## src/rtl/reg_access_seq_pkg.sv

```systemverilog
// Shared definitions for the register-access sequencer and the register file it drives.
// Holds the FSM state type, the rf_r_or_w encoding and the default widths.
package reg_access_seq_pkg;

  localparam int DEF_WIDTH  = 16;
  localparam int DEF_ADDR_W = 4;

  localparam logic RF_READ  = 1'b0;
  localparam logic RF_WRITE = 1'b1;

  typedef enum logic [1:0] {
    IDLE = 2'd0,
    RD_A = 2'd1,
    RD_B = 2'd2,
    OUT  = 2'd3
  } seq_state_t;

endpackage

```

## src/rtl/reg_access_seq.sv

```systemverilog
// Owns the single register-file port: fetches one or two operands per instruction
// and slots write-backs onto the same port, which take priority over new fetches.
module reg_access_seq
  import reg_access_seq_pkg::*;
#(
  parameter int WIDTH  = DEF_WIDTH,
  parameter int ADDR_W = DEF_ADDR_W
) (
  input  logic              clk_i,
  input  logic              rst_i,
  input  logic              instr_valid_i,
  output logic              instr_ready_o,
  input  logic [ADDR_W-1:0] rs1_i,
  input  logic [ADDR_W-1:0] rs2_i,
  input  logic [ADDR_W-1:0] rd_i,
  input  logic              use_rs2_i,
  input  logic              wb_valid_i,
  output logic              wb_ready_o,
  input  logic [ADDR_W-1:0] wb_addr_i,
  input  logic [WIDTH-1:0]  wb_data_i,
  output logic              rf_en_o,
  output logic              rf_r_or_w_o,
  output logic [ADDR_W-1:0] rf_addr_o,
  output logic [WIDTH-1:0]  rf_wdata_o,
  input  logic [WIDTH-1:0]  rf_rdata_i,
  output logic              op_valid_o,
  input  logic              op_ready_i,
  output logic [WIDTH-1:0]  op_a_o,
  output logic [WIDTH-1:0]  op_b_o,
  output logic [ADDR_W-1:0] op_rd_o
);

  seq_state_t        state_q;
  logic [ADDR_W-1:0] rs2_q;
  logic              use_rs2_q;
  logic              rf_en_q;
  logic              rf_r_or_w_q;
  logic [ADDR_W-1:0] rf_addr_q;
  logic [WIDTH-1:0]  rf_wdata_q;
  logic              op_valid_q;
  logic [WIDTH-1:0]  op_a_q;
  logic [WIDTH-1:0]  op_b_q;
  logic [ADDR_W-1:0] op_rd_q;
  logic              wb_fire;
  logic              instr_fire;

  // Write-backs are only taken in states where the port is not busy with a fetch.
  assign wb_ready_o    = (state_q == IDLE) || (state_q == OUT);
  assign instr_ready_o = (state_q == IDLE) && !wb_valid_i;
  assign wb_fire       = wb_valid_i && wb_ready_o;
  assign instr_fire    = instr_valid_i && instr_ready_o;

  always_ff @(posedge clk_i) begin
    if (rst_i) begin
      state_q     <= IDLE;
      rs2_q       <= '0;
      use_rs2_q   <= 1'b0;
      rf_en_q     <= 1'b0;
      rf_r_or_w_q <= RF_READ;
      rf_addr_q   <= '0;
      rf_wdata_q  <= '0;
      op_valid_q  <= 1'b0;
      op_a_q      <= '0;
      op_b_q      <= '0;
      op_rd_q     <= '0;
    end else begin
      // The port idles unless an access is issued below this cycle.
      rf_en_q <= 1'b0;

      if (wb_fire) begin
        rf_en_q     <= 1'b1;
        rf_r_or_w_q <= RF_WRITE;
        rf_addr_q   <= wb_addr_i;
        rf_wdata_q  <= wb_data_i;
      end

      case (state_q)
        IDLE: begin
          if (instr_fire) begin
            rs2_q       <= rs2_i;
            use_rs2_q   <= use_rs2_i;
            op_rd_q     <= rd_i;
            rf_en_q     <= 1'b1;
            rf_r_or_w_q <= RF_READ;
            rf_addr_q   <= rs1_i;
            state_q     <= RD_A;
          end
        end
        RD_A: begin
          op_a_q <= rf_rdata_i;
          if (use_rs2_q) begin
            rf_en_q     <= 1'b1;
            rf_r_or_w_q <= RF_READ;
            rf_addr_q   <= rs2_q;
            state_q     <= RD_B;
          end else begin
            op_b_q     <= '0;
            op_valid_q <= 1'b1;
            state_q    <= OUT;
          end
        end
        RD_B: begin
          op_b_q     <= rf_rdata_i;
          op_valid_q <= 1'b1;
          state_q    <= OUT;
        end
        OUT: begin
          if (op_ready_i) begin
            op_valid_q <= 1'b0;
            state_q    <= IDLE;
          end
        end
        default: state_q <= IDLE;
      endcase
    end
  end

  assign rf_en_o     = rf_en_q;
  assign rf_r_or_w_o = rf_r_or_w_q;
  assign rf_addr_o   = rf_addr_q;
  assign rf_wdata_o  = rf_wdata_q;
  assign op_valid_o  = op_valid_q;
  assign op_a_o      = op_a_q;
  assign op_b_o      = op_b_q;
  assign op_rd_o     = op_rd_q;

endmodule

```

## config.mk

```make
export PLATFORM = sky130hd
export DESIGN_NAME = reg_access_seq
export DESIGN_NICKNAME = d
export VERILOG_FILES = /design/src/rtl/reg_access_seq_pkg.sv /design/src/rtl/reg_access_seq.sv
export SDC_FILE = /design/constraint.sdc
export NUM_CORES = 1
export LEC_CHECK = 0
export BUFFER_PORTS_ARGS = -buffer_cell sky130_fd_sc_hd__buf_2
export CORE_MARGIN = 4
export CORE_UTILIZATION = 48
export CTS_CLUSTER_SIZE = 14
export DETAILED_ROUTE_END_ITERATION = 6
export GPL_TIMING_DRIVEN = 0
export PLACE_DENSITY = 0.79
export SYNTH_ARGS = -nofsm -noshare
export SYNTH_HDL_FRONTEND = slang
export SYNTH_SLANG_ARGS = --single-unit
```

## constraint.sdc

```tcl
create_clock -name clk_i -period 1.9 [get_ports clk_i]
set_input_delay 0.19 -clock clk_i [delete_from_list [all_inputs] [get_ports clk_i]]
set_output_delay 0.19 -clock clk_i [all_outputs]
set_load 0.01 [all_outputs]
```

---- Word level (Yosys, flattened, before mapping) ----
Index checks and enable logic that the tools add are counted.
word-level totals
  register bits after elaboration ......... 66
  logic and storage cells ................. 50
operators by class
  eq/ne operators ......................... 6
  multiplexer cells ....................... 21
  reduce and logical (&&, ||, !) cells .... 12
operator list
  kind                                                  count
  one-hot mux 16 bit (2 select lines)                   1
  two-way mux 16 bit                                    1
  two-way mux 4 bit                                     3
  two-way mux 1 bit                                     9
  one-hot mux 2 bit (4 select lines)                    1
  one-hot mux 4 bit (2 select lines)                    1
  inequality test 2 bit (second input constant)         3
  AND reduction 2 bit                                   3
  equality test 2 bit (second input constant)           2
  two-way mux 2 bit                                     2
  one-hot mux 1 bit (2 select lines)                    2
  logical AND 1 bit                                     3
  one-hot mux 1 bit (3 select lines)                    1
  AND reduction 3 bit                                   1
  nonzero test 3 bit                                    1
  equality test 2 x 1 -> 1 bit (second input constant)  1
  zero test 2 bit                                       1
  nonzero test 2 bit                                    1
  zero test 1 bit                                       1
  logical OR 1 bit                                      1

---- Depth between registers and ports, before layout ----
Gate-level depths: netlist (run 1).
  depth after elaboration ................. 6
  gate-level depth with buffers ........... 8
  mapped depth without buffers ............ 6

---- Least setup slack after synthesis (run 1) ----
No wires, ideal clock.
  path kind ............................... register to register
  start ................................... register state_q[0]
  end ..................................... register rf_addr_q[2] (netlist: rf_addr_o[2])
  arrival ................................. 1.405 ns
  data required time ...................... 1.777 ns
  path slack .............................. 0.372 ns
  cell stages (with the launch flop) ...... 7
  path buffers ............................ 1
  cells stage by stage .................... dfxtp_1 inv_1 ha_1 and2b_1 buf_4 mux2i_1 o22ai_1
on the way
  cells in the longest elaborated chain, start to end .. 6
  elaborated cells between the ends (all ways) .. 11
  classes of those cells .................. eq/ne: 2; mux: 4; reduce/logical: 5
ends and longest elaborated chain
  what                                                           RTL line                                                          RTL
  start, declared                                                reg_access_seq.sv:33                                              seq_state_t state_q;
  start signal, assigned                                         reg_access_seq.sv:55                                              state_q <= IDLE;
  start signal, assigned                                         reg_access_seq.sv:86                                              state_q <= RD_A;
  start signal, assigned                                         reg_access_seq.sv:95                                              state_q <= RD_B;
  equality test 2 bit / zero test 2 bit (equally long branches)  reg_access_seq.sv:48, reg_access_seq.sv:49, reg_access_seq.sv:77
  logical OR 1 bit                                               reg_access_seq.sv:48                                              assign wb_ready_o = (state_q == IDLE) || (state_q == OUT);
  logical AND 1 bit                                              reg_access_seq.sv:50                                              assign wb_fire = wb_valid_i && wb_ready_o;
  two-way mux 4 bit                                              reg_access_seq.sv:70                                              if (wb_fire) begin
  two-way mux 4 bit (on tied branches)                           reg_access_seq.sv:91, reg_access_seq.sv:79
  one-hot mux 4 bit (2 select lines) (*)                         reg_access_seq.sv:77                                              case (state_q)
  end signal, assigned                                           reg_access_seq.sv:73                                              rf_addr_q <= wb_addr_i;
  end signal, assigned                                           reg_access_seq.sv:85                                              rf_addr_q <= rs1_i;
  end signal, assigned                                           reg_access_seq.sv:94                                              rf_addr_q <= rs2_q;
  end, declared                                                  reg_access_seq.sv:38                                              logic [ADDR_W-1:0] rf_addr_q;
Mark *: on every way between the ends. The rest lies on a longest branch, timed or not.
A chain may end at the register's enable or synchronous reset.

---- Final worst setup path (run 1) ----
Ends and elaborated chain as after synthesis.

==> impl_metrics.toml, run 1 <==
[final_layout]
final.fill_count = 487
synthToLayoutAreaGrowth_pct = 30.3
utilization = 0.662
design.final.nets = 490
most_used_cells_in_the_layout_excluding_fill_and_tap_cells = "buf_2, dfxtp_1, nand2_1"
final_common_cell = "buf_2"
layout-drive-gt1-share = 0.383
insertedDiodeCount = 0

[logic_synthesis]
synthesis.nets = 366
synth-main-ff-cell = "dfxtp_1"
netlist-cell-type-count = 33
synth_seq_cells = 66
synth_enable_flop_cells = 0
cell_area_after_synthesis_um2 = 2870
synthCells = 307
synthesis.yosys.warnings = 0
netlist.area_leader.share = 0.461
synth_area_per_cell_um2 = 9.34
synth_top_cell_by_area = "dfxtp_1"
share_of_synthesized_registers_carrying_an_async_set_or_reset = 0
synth-seq-area-share = 0.461
synth_area_leaders = "dfxtp_1, mux2i_1, a221oi_2"

[job]
max_cap_violations = 0

[clock_network]
num_cts_buffers = 9
number_of_buffers_added_for_setup_after_cts = 0
clkLatencyLatePin_ns = 0.34
clk_transition_reported_paths_ns = 0.08
tritoncts = "built"
cts_max_path_buffers = 2
cts_resized = 0
cts_root_buffer = "clkbuf_8"
h-tree-depth = 3
hold_buffers = 0
clk_sinks = 66

[grt]
grt_pass1_vias = 2519
grt_start_max_net_pins = 13
track_usage = 0.201
grt_pass1_wl_um = 11800
grt.overflow.total = 0
antenna_found_initial = 0

[worst_setup_path]
required_arrival_time_at_the_worst_endpoint_ns = 2.11
timing.critical_path.slowest_cell_delay_ns = 0.39
path_max_fanout = 10
cp-end-kind = "flip-flop"
critical_path.cell_chain = "inv_1 > ha_1 > and2b_1 > buf_6 > mux2i_2 > o22ai_1"
reg2reg_from = "state_q[0]$_SDFFE_PP0P_"
worstSetupEndpoint = "rf_addr_o[2]$_SDFF_PP0_"
timing.rr.end = "rf_addr_o[2]$_SDFF_PP0_"
critPathKind = "reg2reg"
cp.arrival_ns = 1.99
first_element_of_the_critical_path = "state_q[0]$_SDFFE_PP0P_"
critPathSlowestCell = "dfxtp_1"
reg2reg_slack_ns = 0.13
critPathLaunchType = "flip-flop"
worst-path-stages = 6
critical_path.top_delay_family = "flip-flops"
worstPathBufferInverterCount = 2
reg2regPathDepth = 6

[sta]
slew_margin_rel = 0.663
setup-violations-final = 0
clock.fmax_ghz = 0.564
share_of_the_clock_period_used_by_the_worst_path = 0.932
pin_slew_with_the_least_headroom_to_its_limit_ns = 0.506
rsz0062_at_grt = "false"
setup_total_negative_slack_ns = 0
clock-skew-final_ns = 0.00706
post-route-min-period_ns = 1.77
timing.final.hold_violations = 0
timing.final.max_slew_violations = 0
worst_slack_ns = 0.128

[floorplan]
die_y_um = 85.3
dieArea_um2 = 7270
initial_utilization = 0.508
std_cell_rows = 27
floorplan.io_pins = 115
area_of_the_core_um2 = 5640
die_w_um = 85.3

[drt]
total_number_of_vias = 2561
detail_route.wl_per_cell_um = 14.4
dr.first_iter.drc_count = 78
vias_per_cell = 5.04
drt-total-wl_um = 7310
drt.antenna.violating_nets = 0
drc = 0
detailedRoute.firstPassIterationCount = 4

[placement]
finalWeightedCongestion = 0.872
dp_slack_ns = 0.135
port_buffer_count = 113
dpl.hpwl_um = 5460

[power]
ir_drop_mv = 1.05
share_of_total_power_in_the_clock_network = 0.216
power_per_cell_area_nw_per_um2 = 1480
switching_power_mw = 2.09
comb_power_share = 0.433
power.internal_mw = 3.43
static-leakage-power_nw = 1.74
sequentialPowerShare = 0.351
netSwitchingFraction = 0.379

[hold_path]
worstHoldPathType = "in2reg"
hp-start = "wb_data_i[15]"

[run_status]
status = "finished, final reports clean"
[cells in the mapped netlist, types with 2 or more instances]
cell / instances
clkbuf_1: 6
o22ai_1: 4
o21ai_0: 2
nor2_1: 52
a22oi_1: 4
ha_1: 5
nand2b_1: 2
buf_4: 3
inv_1: 3
a21oi_1: 26
or2_1: 2
mux2i_1: 36
buf_2: 7
buf_6: 5
a221oi_2: 15
dfxtp_1: 66
nand2_1: 53
[metrics by stage]
| step | cells | hold slack (ns) | total power, mW | area [um2] |
|---|---|---|---|---|
| 3_5_place_dp | 492 | 0.442 | 4.33 | 3520 |
| 3_3_place_gp | 492 | 0.432 | 4.26 | 3520 |
| 6_report | 508 | 0.0859 | 5.52 | 3730 |
| 5_1_grt | 508 | 0.0768 | 5.92 | 3730 |
| 2_1_floorplan | 307 | 0.326 | 3.60 | 2870 |
| 4_1_cts | 508 | 0.0803 | 5.53 | 3720 |
[area by class of cell]
class | count | area (um2) | share of cell area
tap | 72 | 90.1 | 0.0241
inverter | 4 | 15.0 | 0.00402
multi-input combinational | 216 | 1400 | 0.374
sequential | 66 | 1320 | 0.354
clock buffer | 10 | 138 | 0.0369
timing repair buffer | 113 | 566 | 0.151
clock inverter | 6 | 65.1 | 0.0174
buffer | 21 | 143 | 0.0382
[power by group through the flow]
stage	Clock, mW	Sequential [mW]	Combinational [mW]
2_1_floorplan	0	2.09	1.51
3_5_place_dp	0	1.96	2.37
4_1_cts	1.21	1.93	2.39
3_3_place_gp	0	1.95	2.31
6_report	1.19	1.94	2.39
5_1_grt	1.30	1.98	2.64
[registers in the layout, indices dropped and copies added, names as in the netlist]
signal	flops
op_rd_o	4
op_valid_o	1
op_a_o	16
rf_addr_o	4
rf_wdata_o	16
op_b_o	16
rf_r_or_w_o	1
rs2_q	4
use_rs2_q	1
state_q	2
rf_en_o	1
[worst min path at each step]
stage,to,depth (start not counted)
after global routing,op_rd_o[0]$_SDFFE_PP0P_,3
final,rf_wdata_o[15]$_SDFFE_PP0N_,3
after global placement,op_rd_o[1]$_SDFFE_PP0P_,3
after CTS,rf_wdata_o[7]$_SDFFE_PP0N_,3
after detailed placement,rf_wdata_o[7]$_SDFFE_PP0N_,3
after floorplan,rs2_q[0]$_SDFFE_PP0P_,2
[routing by layer]
metal	GRT usage	up-vias	share of wire
li1	-	1303	-
met1	0.258	1140	0.43
met2	0.324	109	0.46
met3	0.0553	9	0.097
met4	0.0662	0	0.010
met5	0	-	0
[cells by family after synthesis]
group / Yosys count / synth area share
buf+inv: 25 / 0.0528
compound gates: 56 / 0.162
mux: 36 / 0.126
simple gates: 119 / 0.176
fa+ha+maj: 5 / 0.0218
flops: 66 / 0.461
[tightest hold or removal path: stages]
cell     delay (ns)
buf_2          0.10
nand2_1        0.04
a21oi_1        0.05
Note: power is estimated with default switching activity, not from simulation.
==> inputs of run 2 (changes only) <==
--- a/config.mk
+++ b/config.mk
@@ -6,12 +6,14 @@
 export NUM_CORES = 1
 export LEC_CHECK = 0
 export BUFFER_PORTS_ARGS = -buffer_cell sky130_fd_sc_hd__buf_2
+export CELL_PAD_IN_SITES_DETAIL_PLACEMENT = 1
+export CELL_PAD_IN_SITES_GLOBAL_PLACEMENT = 2
 export CORE_MARGIN = 4
-export CORE_UTILIZATION = 48
+export CORE_UTILIZATION = 27
 export CTS_CLUSTER_SIZE = 14
 export DETAILED_ROUTE_END_ITERATION = 6
 export GPL_TIMING_DRIVEN = 0
-export PLACE_DENSITY = 0.79
+export PLACE_DENSITY_LB_ADDON = 0.1
 export SYNTH_ARGS = -nofsm -noshare
 export SYNTH_HDL_FRONTEND = slang
 export SYNTH_SLANG_ARGS = --single-unit
==> run 2 against run 1 <==
Hold slack got worse by 0.0082 ns. Maximum frequency about the same. Wire length increased by 20%. Combinational power hardly changed. Sequential power is essentially flat. Via count is 1.5% higher. Clock power up 3%. Critical path depth did not move. Final area grew 2.2%. First-iteration DRC count is 18% lower. Critical path type unchanged.
==> impl_metrics.toml, run 2 (synthesis results as in run 1) <==
[floorplan]
std_cell_rows = 37
initial_utilization = 0.278
die_w_um = 111
die_y_um = 111
dieArea_um2 = 12300
area_of_the_core_um2 = 10300
floorplan.io_pins = 115

[worst_setup_path]
cp.arrival_ns = 1.99
cp-end-kind = "flip-flop"
required_arrival_time_at_the_worst_endpoint_ns = 2.12
critPathLaunchType = "flip-flop"
path_max_fanout = 10
critPathKind = "reg2reg"

[power]
share_of_total_power_in_the_clock_network = 0.220
static-leakage-power_nw = 1.74
ir_drop_mv = 0.457
power.internal_mw = 3.45
switching_power_mw = 2.14
netSwitchingFraction = 0.382
power_per_cell_area_nw_per_um2 = 1460
comb_power_share = 0.433
total_chip_power_mw = 5.59
sequentialPowerShare = 0.347

[grt]
track_usage = 0.144
grt_pass1_vias = 2759
grt_start_max_net_pins = 12
grt.overflow.total = 0
antenna_found_initial = 0
grt_pass1_wl_um = 14300

[drt]
drc = 0
drt-total-wl_um = 8790
detail_route.wl_per_cell_um = 15.4
vias_per_cell = 4.54
dr.first_iter.drc_count = 64
detailedRoute.firstPassIterationCount = 3
drt.antenna.violating_nets = 0
total_number_of_vias = 2599

[clock_network]
tritoncts = "built"
clk_transition_reported_paths_ns = 0.08
h-tree-depth = 3
cts_root_buffer = "clkbuf_8"
num_cts_buffers = 9
hold_buffers = 0
clkLatencyLatePin_ns = 0.34
clk_sinks = 66
cts_max_path_buffers = 2

[sta]
setup-violations-final = 0
clock-skew-final_ns = 0.00716
rsz0062_at_grt = "false"
post-route-min-period_ns = 1.77
pin_slew_with_the_least_headroom_to_its_limit_ns = 0.579
setup_total_negative_slack_ns = 0
clock.fmax_ghz = 0.565
timing.final.max_slew_violations = 0
share_of_the_clock_period_used_by_the_worst_path = 0.932
slew_margin_rel = 0.614
timing.final.hold_violations = 0

[final_layout]
synthToLayoutAreaGrowth_pct = 33.1
design.final.nets = 490
seqCellArea_um2 = 1320
area_used_by_multi_input_combinational_logic_um2 = 1400
final_common_cell = "buf_2"
final.fill_count = 1263
insertedDiodeCount = 0
most_used_cells_in_the_layout_excluding_fill_and_tap_cells = "buf_2, dfxtp_1, nand2_1"
utilization = 0.370
layout-drive-gt1-share = 0.383

[hold_path]
worstHoldPathType = "in2reg"

[run_status]
status = "finished, final reports clean"

[job]
max_cap_violations = 0

[placement]
finalWeightedCongestion = 0.761
port_buffer_count = 113
dpl.hpwl_um = 6570
run 2: cell count changes in the layout (fill, tap and decap cells not counted):
cell	change
clkinv_2	+1
clkbuf_8	+1
inv_6	-1
clkinv_4	-1
run 2: final timing paths:
path / from / endpoint / slack [ns] / depth (start not counted)
max: state_q[0]$_SDFFE_PP0P_ / rf_addr_o[3]$_SDFF_PP0_ / 0.13 / 6
min: wb_data_i[4] / rf_wdata_o[4]$_SDFFE_PP0N_ / 0.08 / 3
max reg2reg: state_q[0]$_SDFFE_PP0P_ / rf_addr_o[3]$_SDFF_PP0_ / 0.13 / 6
min reg2reg: op_rd_o[2]$_SDFFE_PP0P_ / op_rd_o[2]$_SDFFE_PP0P_ / 0.45 / 2
run 2: per-stage QoR:
step	hold slack [ns]	instance area (um2)	cells	setup slack [ns]
floorplan	0.326	2870	307	0.372
finish	0.0777	3820	572	0.129
detailed placement	0.440	3600	556	0.106
CTS	0.0613	3810	572	0.0860
global placement	0.431	3600	556	0.138
global route	0.0646	3820	572	0.00764
run 2: repair_timing:
item                                    4_1_cts  5_1_grt
endpoints found under the setup margin        0        6
gates resized for setup                       0        3
setup buffers                                 0        0
run 2: cell type report:
cell class              count  share of cell area
plain buffers              21              0.0374
inverters                   4             0.00393
well taps                 136              0.0446
clock inverters             5              0.0138
clock buffers              11              0.0397
flip-flops and latches     66               0.346
multi-input cells         216               0.366
repair buffers            113               0.148
run 2: routing by layer:
layer | vias to the layer above | GRT usage | wire length, um
met5 | - | 0 | 0
met4 | 0 | 0.0406 | 99
met3 | 8 | 0.0568 | 559
met2 | 72 | 0.246 | 4220
met1 | 1221 | 0.169 | 3910
li1 | 1298 | - | -
run 2: critical path, cell delays in order, from the launching register on:
cell and delay, ns:
dfxtp_1 0.38, inv_1 0.12, ha_1 0.36, and2b_1 0.27, buf_6 0.17, mux2i_2 0.24, o22ai_1 0.12
run 2: power by group through the flow:
stage | clock network [mW] | logic [mW] | registers, mW
floorplan | 0 | 1.51 | 2.09
global placement | 0 | 2.40 | 1.96
detailed placement | 0 | 2.45 | 1.97
CTS | 1.28 | 2.46 | 1.95
global route | 1.34 | 2.71 | 1.99
finish | 1.23 | 2.42 | 1.94
==> inputs of run 3 (changes only) <==
==> constraint.sdc (replaced) <==
create_clock -name clk_i -period 1.7 [get_ports clk_i]
set_input_delay 0.17 -clock clk_i [delete_from_list [all_inputs] [get_ports clk_i]]
set_output_delay 0.17 -clock clk_i [all_outputs]
set_load 0.01 [all_outputs]
==> run 3 against run 2 <==
Count of clock-buffer cells in the layout unchanged. Clock power up 12%. Sequential cell count unchanged. Setup slack worse by 0.054 ns. Power up 14%. First-iteration DRC count up 9.4%. Via count up 1.3%.
==> impl_metrics.toml, run 3 (synthesis results as in run 1) <==
[floorplan]
floorplan.io_pins = 115
area_of_the_core_um2 = 10300
dieArea_um2 = 12300
die_y_um = 111
std_cell_rows = 37
initial_utilization = 0.278
die_w_um = 111

[placement]
port_buffer_count = 113
dp_slack_ns = -0.0943
dp_cells = 556
finalWeightedCongestion = 0.761
dpl.hpwl_um = 6570

[sta]
rsz0062_at_grt = "false"
slew_margin_rel = 0.619
worst_slack_ns = 0.0750
pin_slew_with_the_least_headroom_to_its_limit_ns = 0.571
post-route-min-period_ns = 1.62
timing.final.max_slew_violations = 0
share_of_the_clock_period_used_by_the_worst_path = 0.956
timing.final.hold_violations = 0
clock.fmax_ghz = 0.615
clock-skew-final_ns = 0.00556
setup-violations-final = 0
holdWs_ns = 0.0540

[clock_network]
tritoncts = "built"
clk_sinks = 66
num_cts_buffers = 9
clk_transition_reported_paths_ns = 0.07
cts_root_buffer = "clkbuf_8"
hold_buffers = 0
h-tree-depth = 3
cts_max_path_buffers = 2
clkLatencyLatePin_ns = 0.35

[worst_setup_path]
required_arrival_time_at_the_worst_endpoint_ns = 1.93
cp-end-kind = "flip-flop"
critPathLaunchType = "flip-flop"
critPathKind = "reg2reg"
cp.arrival_ns = 1.85
path_max_fanout = 10

[final_layout]
layout-drive-gt1-share = 0.401
final_common_cell = "buf_2"
insertedDiodeCount = 0
design.final.nets = 493
utilization = 0.376
synthToLayoutAreaGrowth_pct = 35.4
most_used_cells_in_the_layout_excluding_fill_and_tap_cells = "buf_2, dfxtp_1, nor2_1, nand2_1, mux2i_1"
finalNonFillerCells = 575

[hold_path]
worstHoldPathType = "in2reg"

[power]
static-leakage-power_nw = 1.77
ir_drop_mv = 0.514
power_per_cell_area_nw_per_um2 = 1650

[drt]
drt-total-wl_um = 8880
drt.antenna.violating_nets = 0
dr.first_iter.drc_count = 70
drc = 0
vias_per_cell = 4.58
detail_route.wl_per_cell_um = 15.4
detailedRoute.firstPassIterationCount = 4
total_number_of_vias = 2633

[grt]
grt.overflow.total = 0
antenna_found_initial = 0
grt_pass1_vias = 2759
track_usage = 0.144
grt_pass1_wl_um = 14300
grt_start_max_net_pins = 12

[job]
max_cap_violations = 0

[run_status]
status = "finished, final reports clean"
run 3: worst paths after layout:
check	from	end	slack [ns]	cells past startpoint
setup / recovery	state_q[0]$_SDFFE_PP0P_	rf_addr_o[3]$_SDFF_PP0_	0.08	6
hold / removal	wb_data_i[8]	rf_wdata_o[8]$_SDFFE_PP0N_	0.05	3
setup reg to reg	state_q[0]$_SDFFE_PP0P_	rf_addr_o[3]$_SDFF_PP0_	0.08	6
hold reg to reg	op_rd_o[2]$_SDFFE_PP0P_	op_rd_o[2]$_SDFFE_PP0P_	0.45	2
run 3: cell type report:
class,instances,area [um2]
flip-flops and latches,66,1320
clock buffers,11,151
well taps,136,170
fillers,1262,6440
multi-input cells,216,1410
clock inverters,5,52.6
inverters,4,15.0
repair buffers,116,601
plain buffers,21,155
run 3: layer usage:
layer	share of wire	GRT usage
met5	0	0
met1	0.44	0.169
met3	0.068	0.0568
met2	0.48	0.246
met4	0.013	0.0406
run 3: timing repair:
action	4_1_cts	5_1_grt
cloned	0	0
setup endpoints to repair	13	23
buffers inserted	0	3
resized for setup	5	8
run 3: worst max-delay path, cell delays in order (launching register included):
cell and delay (ns):
dfxtp_2 0.36, inv_2 0.07, ha_1 0.34, and2b_2 0.27
buf_8 0.15, mux2i_4 0.22, o22ai_1 0.10
run 3: power breakdown:
part	internal [mW]	leakage (nW)	total, mW	switching, mW
clock	0.750	0.105	1.38	0.627
sequential	1.93	0.540	2.18	0.246
combinational	1.28	1.12	2.84	1.55
run 3: stage by stage:
step | TNS [ns] | cell area (um2) | total power, mW
after floorplan | 0 | 2870 | 4.03
after global placement | -0.711 | 3600 | 4.88
after detailed placement | -0.679 | 3600 | 4.95
after CTS | -0.00663 | 3820 | 6.39
after global routing | 0 | 3880 | 6.90
final | 0 | 3880 | 6.39
